`src/rtl/knn_vote.sv`:
```
// ---------------------------------------------------------------------------
// knn_vote
// Majority vote over the labels of the k nearest neighbours. The label
// vector is captured when a vote starts. One slot is evaluated per cycle
// by comparing it with every slot inside the vote window at once. The
// label with the most votes wins, and ties go to the nearest slot.
//
// Ports
//   clk       : single clock, all state changes on the rising edge
//   rst       : asynchronous active-high reset
//   start     : begin a vote; only honoured in IDLE
//   k         : number of neighbours voting (0 -> 1, >NMAX -> NMAX)
//   labels    : NMAX packed labels, nearest first, slot 0 in the low bits
//   busy      : high while counting or presenting the result
//   done      : one-cycle pulse while winner/win_count become valid
//   winner    : winning label, held until the next result or reset
//   win_count : votes received by the winning label
// ---------------------------------------------------------------------------
module knn_vote #(
    parameter int LABEL_W = 8,
    parameter int NMAX    = 10
) (
    input  logic                      clk,
    input  logic                      rst,
    input  logic                      start,
    input  logic [3:0]                k,
    input  logic [NMAX*LABEL_W-1:0]   labels,
    output logic                      busy,
    output logic                      done,
    output logic [LABEL_W-1:0]        winner,
    output logic [3:0]                win_count
);

    typedef enum logic [1:0] {IDLE, COUNT, DONE} state_t;

    state_t             state;
    logic [LABEL_W-1:0] lab [NMAX];
    logic [3:0]         keff;
    logic [3:0]         keff_in;
    logic [3:0]         i;
    logic [3:0]         best_cnt;
    logic [LABEL_W-1:0] best_lab;
    logic [LABEL_W-1:0] cur_lab;
    logic [3:0]         cnt;
    logic [3:0]         next_cnt;
    logic [LABEL_W-1:0] next_lab;

    // Clamp the requested neighbour count into 1..NMAX.
    always_comb begin
        keff_in = k;
        if (k == 4'd0)
            keff_in = 4'd1;
        else if (k > 4'(NMAX))
            keff_in = 4'(NMAX);
    end

    // Votes for the label in slot i, counted over the window 0..keff-1.
    // The running best is replaced only when strictly beaten, so ties
    // keep the lower-index label.
    always_comb begin
        cur_lab = '0;
        for (int j = 0; j < NMAX; j++) begin
            if (i == 4'(j))
                cur_lab = lab[j];
        end
        cnt = 4'd0;
        for (int j = 0; j < NMAX; j++) begin
            if ((4'(j) < keff) && (lab[j] == cur_lab))
                cnt = cnt + 4'd1;
        end
        next_cnt = best_cnt;
        next_lab = best_lab;
        if (cnt > best_cnt) begin
            next_cnt = cnt;
            next_lab = cur_lab;
        end
    end

    // Vote sequencer. The result registers are loaded on the edge that
    // enters DONE, so done, winner and win_count become valid together
    // for the single DONE cycle.
    always_ff @(posedge clk or posedge rst) begin
        if (rst) begin
            state     <= IDLE;
            busy      <= 1'b0;
            done      <= 1'b0;
            winner    <= '0;
            win_count <= 4'd0;
            keff      <= 4'd1;
            i         <= 4'd0;
            best_cnt  <= 4'd0;
            best_lab  <= '0;
            for (int j = 0; j < NMAX; j++)
                lab[j] <= '0;
        end else begin
            case (state)
                IDLE: begin
                    done <= 1'b0;
                    if (start) begin
                        for (int j = 0; j < NMAX; j++)
                            lab[j] <= labels[j*LABEL_W +: LABEL_W];
                        keff     <= keff_in;
                        i        <= 4'd0;
                        best_cnt <= 4'd0;
                        best_lab <= '0;
                        busy     <= 1'b1;
                        state    <= COUNT;
                    end
                end
                COUNT: begin
                    best_cnt <= next_cnt;
                    best_lab <= next_lab;
                    i        <= i + 4'd1;
                    if (i == keff - 4'd1) begin
                        winner    <= next_lab;
                        win_count <= next_cnt;
                        done      <= 1'b1;
                        state     <= DONE;
                    end
                end
                DONE: begin
                    done  <= 1'b0;
                    busy  <= 1'b0;
                    state <= IDLE;
                end
                default: begin
                    done  <= 1'b0;
                    busy  <= 1'b0;
                    state <= IDLE;
                end
            endcase
        end
    end

endmodule

```
`config.mk`:
```
export PLATFORM = sky130hd
export DESIGN_NAME = knn_vote
export DESIGN_NICKNAME = d
export VERILOG_FILES = /design/src/rtl/knn_vote.sv
export SDC_FILE = /design/constraint.sdc
export NUM_CORES = 1
export LEC_CHECK = 0
export BUFFER_PORTS_ARGS = -buffer_cell sky130_fd_sc_hd__buf_2
export CAP_MARGIN = 30
export CORE_ASPECT_RATIO = 0.5
export CORE_UTILIZATION = 54
export DETAILED_ROUTE_END_ITERATION = 10
export PLACE_DENSITY = 0.78
export SLEW_MARGIN = 40
export SYNTH_ARGS = -nofsm -noshare
export SYNTH_HDL_FRONTEND = slang
export SYNTH_SLANG_ARGS = --single-unit
```
`constraint.sdc`:
```
create_clock -name clk -period 8.48 [get_ports clk]
set_input_delay 0.424 -clock clk [delete_from_list [all_inputs] [get_ports clk]]
set_output_delay 0.424 -clock clk [all_outputs]
set_load 0.02 [all_outputs]
```
==> flow_metrics.env <==
export IMPL_critPathBufInv=8
export IMPL_drtIter0Drc=920
export IMPL_period_needed_ps=9040
export IMPL_criticalPathCategory="reg2reg"
export IMPL_cts_max_level=4
export IMPL_die_w_um=178
export IMPL_synth_xor_area_share=0.107
export IMPL_hp_class="in2async"
export IMPL_grt_max_degree=80
export IMPL_io_buffers=100
export IMPL_synthSimpleGateAreaFrac=0.264
export IMPL_gp_congestion=0.983
export IMPL_synthArstFlopShare=1.00
export IMPL_worst_pin_slew_ps=940
export IMPL_post_route_util=0.749
export IMPL_viasPerCell=6.15
export IMPL_io_pin_count=101
export IMPL_avgSynthCellArea_um2=8.19
export IMPL_cts_tree="yes"
export IMPL_slowest_stage="or4b_4"
export IMPL_cts_inserted_buffers=17
export IMPL_dp_hpwl_um=21300
export IMPL_crit_fanout=8
export IMPL_syn_area_um2=8400
export IMPL_fmax_mhz=111
export IMPL_grt_pass1_vias=8753
export IMPL_finalSetupViolCount=24
export IMPL_r2r_slack_ps=-560
export IMPL_cts_sinks=116
export IMPL_wl_um=31300
export IMPL_synth_ff_type="dfrtp_1"
export IMPL_coreArea_um2=14800
export IMPL_r2r_start="i[0]"
export IMPL_yosysWarnings=0
export IMPL_crit_arrival_ps=9310
export IMPL_hold_viol=0
export IMPL_cap_violations=0
export IMPL_cpMostUsedCell="ha_4"
export IMPL_slowest_delay_ps=540
export IMPL_muxShareOfSynthArea=0.0259
export IMPL_cp_start_kind="flip-flop"
export IMPL_worstSkewPairLatency_ps=430
export IMPL_required_ps=8740
export IMPL_route_detailed_drc=0
export IMPL_rsz0062_at_grt="true"
export IMPL_path_clk_slew_ps=70
export IMPL_first_pass_iters=5
export IMPL_clock_root_buffer="clkbuf_16"
export IMPL_dieArea_um2=16100
export IMPL_powerDensity_nw_per_um2=520
export IMPL_place_area_um2=9950
export IMPL_area_delta_synth_final_pct=32.1
export IMPL_synth_compound_area_frac=0.171
export IMPL_p_leak_nw=5.26
export IMPL_synth_top_family_by_area="simple AND/OR/NAND/NOR gates"
export IMPL_start_util=0.567
export IMPL_detail_route_wl_per_cell_um=21.6
export IMPL_diodes=0
export IMPL_fin_crit_sh=1.07
export IMPL_grt_overflow_total=0
export IMPL_nets=1343
export IMPL_critPathCaptureType="flip-flop"
export IMPL_rr_worst_depth=43
export IMPL_num_rows=31
export IMPL_clockBufferDepth=2
export IMPL_crit_family="simple AND/OR/NAND/NOR gates"
export IMPL_hold_buffers=0
export IMPL_ant_nets=0
export IMPL_drive_above_1_share=0.318
export IMPL_synth_nets=1134
export IMPL_finalHoldWorstSlack_ps=83.6
export IMPL_synthCells=1025
export IMPL_synth_fa_ha_area_frac=0.0328
export IMPL_ir_worst_vdd_v=0.000213
export IMPL_die_h_um=90.2
export IMPL_antenna_found_initial=0
export IMPL_slew_headroom=0.369
export IMPL_r2r_end="winner[6]"
export IMPL_worst_slack_ps=-564
export IMPL_fin_skew_ps=9.98
export IMPL_status="finished, violations left"
export IMPL_synth_edf_count=0
export IMPL_timing_final_max_slew_violations=0
export IMPL_violations="setup timing"
export IMPL_finalPower_mw=5.77
export IMPL_ys_ff_latch=116
export IMPL_grt_usage=0.391
export IMPL_ys_seq_area_frac=0.346
export IMPL_synth_cell_type_count=97
export IMPL_final_area_um2=11100
export IMPL_vias=8889
export IMPL_grt_pass1_wl_um=47400
## kinds of logic (layout without fill, tap and decap cells)
group / count (synthesis) / count (layout)
simple gates: 463 / 464
buf+inv: 98 / 319
flops: 116 / 116
compound gates: 213 / 213
fa+ha+maj: 22 / 22
xor+xnor: 92 / 92
mux: 21 / 21
## Yosys cell counts (4+ instances only)
| master | n | area share |
|---|---|---|
| a211oi_1 | 7 | 0.0063 |
| a21oi_1 | 43 | 0.026 |
| a221oi_1 | 4 | 0.0042 |
| a22o_1 | 7 | 0.0073 |
| a2bb2oi_1 | 4 | 0.0042 |
| a31oi_1 | 6 | 0.0045 |
| and2_1 | 4 | 0.0030 |
| and3_1 | 6 | 0.0045 |
| and3b_1 | 4 | 0.0042 |
| buf_2 | 18 | 0.011 |
| buf_6 | 5 | 0.0067 |
| clkbuf_1 | 29 | 0.013 |
| dfrtp_1 | 115 | 0.34 |
| ha_1 | 22 | 0.033 |
| inv_1 | 39 | 0.017 |
| mux2_2 | 6 | 0.0080 |
| mux2i_1 | 15 | 0.018 |
| nand2_1 | 277 | 0.12 |
| nand2b_1 | 13 | 0.0097 |
| nand3_1 | 17 | 0.010 |
| nand3b_1 | 6 | 0.0054 |
| nand4_1 | 11 | 0.0082 |
| nor2_1 | 46 | 0.021 |
| nor2b_1 | 8 | 0.0060 |
| nor3_1 | 15 | 0.0089 |
| nor3b_1 | 6 | 0.0054 |
| nor4_1 | 10 | 0.0075 |
| o2111ai_1 | 4 | 0.0042 |
| o21a_1 | 7 | 0.0063 |
| o21ai_0 | 57 | 0.034 |
| o21ai_1 | 6 | 0.0036 |
| o221ai_1 | 5 | 0.0052 |
| o2bb2ai_1 | 7 | 0.0073 |
| o31ai_1 | 10 | 0.0089 |
| or4_1 | 4 | 0.0036 |
| xnor2_1 | 62 | 0.065 |
| xor2_1 | 23 | 0.024 |
## timing repair
| item | CTS | global route |
|---|---|---|
| setup buffers | 22 | 11 |
| gates resized for setup | 54 | 33 |
| pin swaps | 32 | 33 |
| gates cloned | 1 | 0 |
| setup endpoints to repair | 24 | 24 |
## metal layers
metal	vias up	global-route usage	wire length [µm]
met1	4283	0.523	13400
met5	-	0	0
met4	0	0.127	791
met3	92	0.131	3470
li1	3978	-	-
met2	536	0.592	13600
## cell type report
type / count / area, µm²
multi-input cells: 812 / 5530
fillers: 1112 / 3720
flip-flops and latches: 116 / 2910
repair buffers: 248 / 1720
clock buffers: 17 / 425
well taps: 198 / 248
inverters: 39 / 161
clock inverters: 15 / 106
## power breakdown
part           internal (mW)  switching, mW
Clock                  0.373          0.294
Sequential             0.792          0.302
Combinational           1.76           2.24
Total                   2.93           2.84
## cell usage in the layout, fill, tap and decap left out, types with 11 or more instances in the layout
cell,instances
a21oi_1,36
buf_2,100
buf_4,136
clkbuf_16,17
dfrtp_1,113
ha_1,13
inv_1,31
nand2_1,273
nand2b_1,13
nand3_1,16
nand4_1,11
nor2_1,42
nor3_1,13
o21ai_0,40
o21ai_1,17
xnor2_1,59
xor2_1,23
## flip-flops by register name, indices dropped and copies added, names as in the netlist
register / cells
win_count: 4
winner: 8
best_cnt: 4
best_lab: 8
state: 2
keff: 4
busy: 1
lab: 80
i: 4
done: 1
## worst max path at each step
stage / start / end / depth (start not counted)
6_report: i[0] / winner[6] / 43
5_1_grt: i[0] / best_cnt[0] / 47
4_1_cts: i[0] / best_lab[4] / 46
3_5_place_dp: i[1] / best_lab[0] / 46
3_3_place_gp: i[0] / best_lab[2] / 44
2_1_floorplan: i[1] / win_count[3] / 48
## through the flow
stage	setup TNS [ps]	std cells	worst slack, ps
4_1_cts	-4030	1434	-219
2_1_floorplan	0	1025	8.52
6_report	-11820	1445	-564
5_1_grt	-16860	1445	-766
3_5_place_dp	-10370	1379	-572
3_3_place_gp	-4340	1378	-302
Note: power is estimated with default switching activity, not from simulation.
